<file path="config.mk">
export PLATFORM = sky130hd
export DESIGN_NAME = memory_access
export DESIGN_NICKNAME = d
export VERILOG_FILES = /design/src/rtl/core_pkg.sv /design/src/rtl/dmem_port.sv /design/src/rtl/memory_access.sv
export SDC_FILE = /design/constraint.sdc
export NUM_CORES = 1
export LEC_CHECK = 0
export ABC_AREA = 1
export CAP_MARGIN = 10
export CORE_MARGIN = 3
export CORE_UTILIZATION = 41
export DETAILED_ROUTE_END_ITERATION = 10
export MAX_ROUTING_LAYER = met4
export PLACE_DENSITY = 0.75
export SYNTH_ARGS = -nofsm -noshare
export SYNTH_HDL_FRONTEND = slang
export SYNTH_SLANG_ARGS = --single-unit
</file>
<file path="constraint.sdc">
create_clock -name clk -period 2.4 [get_ports clk]
set_input_delay 0.36 -clock clk [delete_from_list [all_inputs] [get_ports clk]]
set_output_delay 0.36 -clock clk [all_outputs]
set_load 0.02 [all_outputs]
</file>
<file path="src/rtl/core_pkg.sv">
// -----------------------------------------------------------------------------
// core_pkg
// Shared types for the dual-slot core's memory-access stage.
//   mem_op_t      : lower-slot memory operation encoding (raw value 3 = none)
//   mem_state_t   : data-memory port FSM states
//   wb_bundle_t   : the bundle handed to writeback
//   WB_BUBBLE     : all-zero writeback bundle (no register write)
//   decode_mem_op : folds the unused encoding onto NONE
// -----------------------------------------------------------------------------
package core_pkg;

  typedef enum logic [1:0] {
    NONE  = 2'd0,
    LOAD  = 2'd1,
    STORE = 2'd2
  } mem_op_t;

  typedef enum logic [1:0] {
    IDLE = 2'd0,
    REQ  = 2'd1,
    WAIT = 2'd2
  } mem_state_t;

  typedef struct packed {
    logic [63:0] inst;
    logic [31:0] u_tdata;
    logic [4:0]  u_rt;
    logic        u_rt_flag;
    logic [31:0] l_tdata;
    logic [4:0]  l_rt;
    logic        l_rt_flag;
  } wb_bundle_t;

  localparam wb_bundle_t WB_BUBBLE = '0;

  function automatic mem_op_t decode_mem_op(input logic [1:0] raw);
    case (raw)
      2'd1:    return LOAD;
      2'd2:    return STORE;
      default: return NONE;
    endcase
  endfunction

endpackage

</file>
<file path="src/rtl/dmem_port.sv">
// -----------------------------------------------------------------------------
// dmem_port
// Data-memory handshake for lower-slot loads and stores. Owns the request
// registers and the IDLE/REQ/WAIT state machine.
//   clk, rst        : clock, synchronous active-high reset
//   start           : launch a request (only honoured in IDLE)
//   start_we        : 1 = store
//   start_addr      : word-aligned byte address
//   start_wdata     : store data
//   busy            : state != IDLE (registered decode, drives mem_stall)
//   dmem_req/we/addr/wdata : request towards memory, all registered
//   dmem_ready      : memory accepts the request this cycle
//   dmem_rvalid     : load data valid (only honoured in WAIT)
//   dmem_rdata      : load data
//   done            : operation completes at the coming edge
//   done_load       : the completing operation is a load
//   rdata           : load data to be written back
// -----------------------------------------------------------------------------
module dmem_port
  import core_pkg::*;
(
  input  logic        clk,
  input  logic        rst,
  input  logic        start,
  input  logic        start_we,
  input  logic [31:0] start_addr,
  input  logic [31:0] start_wdata,
  output logic        busy,
  output logic        dmem_req,
  output logic        dmem_we,
  output logic [31:0] dmem_addr,
  output logic [31:0] dmem_wdata,
  input  logic        dmem_ready,
  input  logic        dmem_rvalid,
  input  logic [31:0] dmem_rdata,
  output logic        done,
  output logic        done_load,
  output logic [31:0] rdata
);

  mem_state_t  state_q, state_d;
  logic        req_q, req_d;
  logic        we_q, we_d;
  logic [31:0] addr_q, addr_d;
  logic [31:0] wdata_q, wdata_d;

  always_comb begin
    // NOTE: every signal assigned here gets a default first, so no path
    // leaves one unassigned and no latch is inferred.
    state_d   = state_q;
    req_d     = req_q;
    we_d      = we_q;
    addr_d    = addr_q;
    wdata_d   = wdata_q;
    done      = 1'b0;
    done_load = 1'b0;

    case (state_q)
      IDLE: begin
        if (start) begin
          state_d = REQ;
          req_d   = 1'b1;
          we_d    = start_we;
          addr_d  = start_addr;
          wdata_d = start_wdata;
        end
      end
      REQ: begin
        // Request fields stay frozen until the memory takes them.
        if (dmem_ready) begin
          req_d = 1'b0;
          we_d  = 1'b0;
          if (we_q) begin
            done    = 1'b1;
            state_d = IDLE;
          end else begin
            state_d = WAIT;
          end
        end
      end
      WAIT: begin
        // rvalid is only meaningful here; anywhere else it is dropped.
        if (dmem_rvalid) begin
          done      = 1'b1;
          done_load = 1'b1;
          state_d   = IDLE;
        end
      end
      default: state_d = IDLE;
    endcase
  end

  // NOTE: sequential state uses non-blocking assignments so every flop
  // samples the pre-edge value of its neighbours.
  always_ff @(posedge clk) begin
    if (rst) begin
      state_q <= IDLE;
      req_q   <= 1'b0;
      we_q    <= 1'b0;
      addr_q  <= '0;
      wdata_q <= '0;
    end else begin
      state_q <= state_d;
      req_q   <= req_d;
      we_q    <= we_d;
      addr_q  <= addr_d;
      wdata_q <= wdata_d;
    end
  end

  assign busy       = (state_q != IDLE);
  assign dmem_req   = req_q;
  assign dmem_we    = we_q;
  assign dmem_addr  = addr_q;
  assign dmem_wdata = wdata_q;
  assign rdata      = dmem_rdata;

endmodule

</file>
<file path="src/rtl/memory_access.sv">
// -----------------------------------------------------------------------------
// memory_access
// Pipeline stage between execute and writeback. Non-memory bundles reach
// writeback one cycle later; lower-slot loads/stores go through dmem_port,
// during which upstream is stalled and writeback sees bubbles.
//   clk, rst                  : clock, synchronous active-high reset
//   inst                      : execute bundle (upper [63:32], lower [31:0])
//   u_tdata/u_rt/u_rt_flag    : upper-slot result
//   l_tdata/l_rt/l_rt_flag    : lower-slot result (l_tdata = address for mem ops)
//   l_sdata                   : store data
//   l_mem_op                  : 0 none, 1 load, 2 store, 3 none
//   mem_stall                 : upstream must hold its inputs
//   dmem_*                    : data-memory request / response handshake
//   wb_*                      : registered bundle towards writeback
// -----------------------------------------------------------------------------
module memory_access
  import core_pkg::*;
(
  input  logic        clk,
  input  logic        rst,
  input  logic [63:0] inst,
  input  logic [31:0] u_tdata,
  input  logic [4:0]  u_rt,
  input  logic        u_rt_flag,
  input  logic [31:0] l_tdata,
  input  logic [31:0] l_sdata,
  input  logic [4:0]  l_rt,
  input  logic        l_rt_flag,
  input  logic [1:0]  l_mem_op,
  output logic        mem_stall,
  output logic        dmem_req,
  output logic        dmem_we,
  output logic [31:0] dmem_addr,
  output logic [31:0] dmem_wdata,
  input  logic        dmem_ready,
  input  logic        dmem_rvalid,
  input  logic [31:0] dmem_rdata,
  output logic [63:0] wb_inst,
  output logic [31:0] wb_u_tdata,
  output logic [4:0]  wb_u_rt,
  output logic        wb_u_rt_flag,
  output logic [31:0] wb_l_tdata,
  output logic [4:0]  wb_l_rt,
  output logic        wb_l_rt_flag
);

  wb_bundle_t in_bundle;
  wb_bundle_t hold_q, hold_d;
  wb_bundle_t wb_q, wb_d;
  mem_op_t    op;
  logic       busy;
  logic       start;
  logic       done;
  logic       done_load;
  logic [31:0] rdata;

  assign in_bundle = '{
    inst:      inst,
    u_tdata:   u_tdata,
    u_rt:      u_rt,
    u_rt_flag: u_rt_flag,
    l_tdata:   l_tdata,
    l_rt:      l_rt,
    l_rt_flag: l_rt_flag
  };

  assign op    = decode_mem_op(l_mem_op);
  assign start = !busy && (op != NONE);

  dmem_port u_dmem_port (
    .clk         (clk),
    .rst         (rst),
    .start       (start),
    .start_we    (op == STORE),
    .start_addr  ({l_tdata[31:2], 2'b00}),
    .start_wdata (l_sdata),
    .busy        (busy),
    .dmem_req    (dmem_req),
    .dmem_we     (dmem_we),
    .dmem_addr   (dmem_addr),
    .dmem_wdata  (dmem_wdata),
    .dmem_ready  (dmem_ready),
    .dmem_rvalid (dmem_rvalid),
    .dmem_rdata  (dmem_rdata),
    .done        (done),
    .done_load   (done_load),
    .rdata       (rdata)
  );

  always_comb begin
    hold_d = hold_q;
    wb_d   = WB_BUBBLE;

    if (!busy) begin
      if (start) begin
        // The whole bundle waits here so the upper slot reaches writeback
        // together with the lower result.
        hold_d = in_bundle;
      end else begin
        wb_d = in_bundle;
      end
    end else if (done) begin
      wb_d = hold_q;
      if (done_load) begin
        wb_d.l_tdata = rdata;
      end else begin
        wb_d.l_rt_flag = 1'b0;
      end
    end
  end

  // NOTE: the hold register is not reset: it is only read after a capture
  // has overwritten it, so a reset would cost logic for no behaviour.
  always_ff @(posedge clk) begin
    hold_q <= hold_d;
  end

  always_ff @(posedge clk) begin
    if (rst) begin
      wb_q <= WB_BUBBLE;
    end else begin
      wb_q <= wb_d;
    end
  end

  assign mem_stall    = busy;
  assign wb_inst      = wb_q.inst;
  assign wb_u_tdata   = wb_q.u_tdata;
  assign wb_u_rt      = wb_q.u_rt;
  assign wb_u_rt_flag = wb_q.u_rt_flag;
  assign wb_l_tdata   = wb_q.l_tdata;
  assign wb_l_rt      = wb_q.l_rt;
  assign wb_l_rt_flag = wb_q.l_rt_flag;

endmodule
</file>
==> results.cfg <==
[status]
status = finished clean

[power]
power.density_nw_per_um2 = 1060
leakagePower_nw = 6.82
finalPower_mw = 19.4
irDropWorstVdd_v = 0.000785

[critical_path]
critPathMaxFanout = 4
critPathTopFamily = buffers and inverters
cp_cell_sequence = inv_1, ha_4, inv_4, clkdlybuf4s50_1
crit_slowest_cell = clkdlybuf4s50_1
cp.arrival_ns = 1.89
critPathKind = register to primary output
cp.depth = 4
reg2reg_depth = 8
cpPeakStageDelay_ns = 0.64
crit_buf_inv = 3
start_kind = register
required_ns = 2.04
setup.worst_path.end_class = primary output

[route]
ant_nets = 0
firstDrtPassIters = 7
drc_errors = 0
postRouteWirelength_um = 35800
drtIter0Drc = 578
via_count = 10400
routedWlPerCell_um = 17.4
routed_via_density = 5.06

[timing]
slew_headroom_pct = 51.7
fin_hold_ws_ns = 0.435
clock.fmax_ghz = 0.444
skew_ns = 0.0120
period_needed_ns = 2.25
timing.final.crit_share_pct = 93.8
tightest_slew_ns = 0.725
setup_viol = 0
drv_slew = 0
grt_setup_unrepaired = no
hold_violations = 0
tns_ns = 0

[place]
dpl.hpwl_um = 23800
routabilityCongestion = 0.850
io_buffers = 414

[synth]
synth_edf_count = 140
synth_area_um2 = 12500
async_flop_share_pct = 0
synth.distinct_cells = 23
synth-seq-cells = 346
synthCells = 1252
yosysWarnings = 0
synth_top_area_share_pct = 33.7
synth_ff_type = dfxtp_1
synth-seq-area-share_pct = 66.8
ys_top_cells_by_count = nand2_1, dfxtp_1, nor2_1
synth_top_area_cell = edfxtp_1
synth.area.top_cells = edfxtp_1, dfxtp_1, nand2_1
synth_most_common_cell = nand2_1
avgSynthCellArea_um2 = 9.95

[cts]
ctsHoldBuffers = 0
ctsResizeCount = 0
cts_root_buffer = clkbuf_16
cts_tree = yes
clk_path_buf_depth = 3
insertion_delay_ns = 0.51
htreeDepth = 2
post_cts_buffers = 0
cts_sinks = 346
path_clk_slew_ns = 0.06
cts_buffers = 36

[floorplanning]
initial_utilization_pct = 41.8
ios = 417
dieWidth_um = 180
coreArea_um2 = 29800
die_area_um2 = 32500
fp.dieH_um = 180
rows = 63

[grt]
grt-ovfl-total = 0
antenna_found_initial = 4
first_global_vias = 10400
grt_pass1_wl_um = 56200
grt_max_degree = 145
grt_util_all_layers_pct = 21.8

[flow_run]
maxCapViolCount = 0

[final_layout]
drive_gt1_share_pct = 5.31
fin_nets = 1844
utilization_pct = 61.1
n_fill_cell = 2408
synthToLayoutAreaGrowth_pct = 46.2

[hold_path]
worstHoldPathType = input pin to register
hold_depth = 1
==> metrics by stage <==
stage,setup slack (ns),instance area (µm²),std cells
finish,0.150,18200,2052
detailed placement,0.211,17000,1982
global placement,0.215,17000,1982
CTS,0.109,18200,2048
floorplan,0.275,12500,1253
global route,0.0677,18200,2052
==> path summary, 6_finish.rpt <==
check	start	end	slack [ns]
worst max-delay path	u_dmem_port.state_q[1]	mem_stall	0.15
worst min-delay path	inst[4]	hold_q[80]	0.43
worst max register to register	u_dmem_port.state_q[0]	wb_l_tdata[22]	0.65
worst min register to register	u_dmem_port.dmem_req	u_dmem_port.dmem_req	0.48
==> flip-flops by register name (all words and copies together), names as in the netlist <==
signal / count
wb_u_tdata: 32
wb_l_tdata: 32
wb_l_rt: 5
wb_l_rt_flag: 1
u_dmem_port.state_q: 2
wb_u_rt: 5
u_dmem_port.dmem_addr: 30
u_dmem_port.dmem_req: 1
wb_u_rt_flag: 1
hold_q: 140
u_dmem_port.dmem_wdata: 32
wb_inst: 64
u_dmem_port.dmem_we: 1
==> power by group <==
group	internal (mW)	leakage [nW]	switching [mW]
clock	3.37	0.585	2.22
sequential	7.42	3.03	0.376
combinational	2.22	3.20	3.76
total	13.0	6.82	6.36
==> kinds of logic after synthesis <==
kind of cell    synth area share, %
compound gates                 8.42
fa+ha+maj                     0.402
simple gates                   18.8
buf+inv                        5.49
other cells                  0.0301
flops                          66.8
==> layout make-up <==
class / count / area, µm² / share of cell area (%)
multi-input combinational: 763 / 3480 / 19.1
timing repair buffer: 439 / 4540 / 24.9
tap: 390 / 488 / 2.68
antenna: 4 / 10.0 / 0.0549
clock buffer: 48 / 997 / 5.47
sequential: 346 / 8330 / 45.7
clock inverter: 18 / 198 / 1.09
inverter: 44 / 170 / 0.934
==> cell usage in the layout, fill, tap and decap left out, types with 2 or more instances in the layout <==
| cell | instances |
|---|---|
| bufinv_16 | 4 |
| inv_1 | 41 |
| buf_12 | 17 |
| clkbuf_16 | 37 |
| clkbuf_1 | 8 |
| diode_2 | 4 |
| ha_1 | 3 |
| buf_4 | 9 |
| nor2_1 | 189 |
| nand3_1 | 2 |
| clkbuf_8 | 3 |
| edfxtp_1 | 140 |
| inv_6 | 3 |
| nand2_1 | 246 |
| clkinv_2 | 5 |
| conb_1 | 2 |
| inv_4 | 2 |
| a21oi_1 | 144 |
| nand4_1 | 108 |
| clkdlybuf4s50_1 | 413 |
| clkinv_1 | 5 |
| o21ai_0 | 62 |
| dfxtp_1 | 206 |
==> layer usage <==
layer	GRT usage, %	vias to the layer above	share of wire (%)
met3	4.74	60	7.9
met5	-	-	0
met4	6.20	0	2.2
met1	26.3	4882	40
met2	37.0	453	50
li1	-	4994	-
No activity file was read; power rests on OpenSTA's default activity.
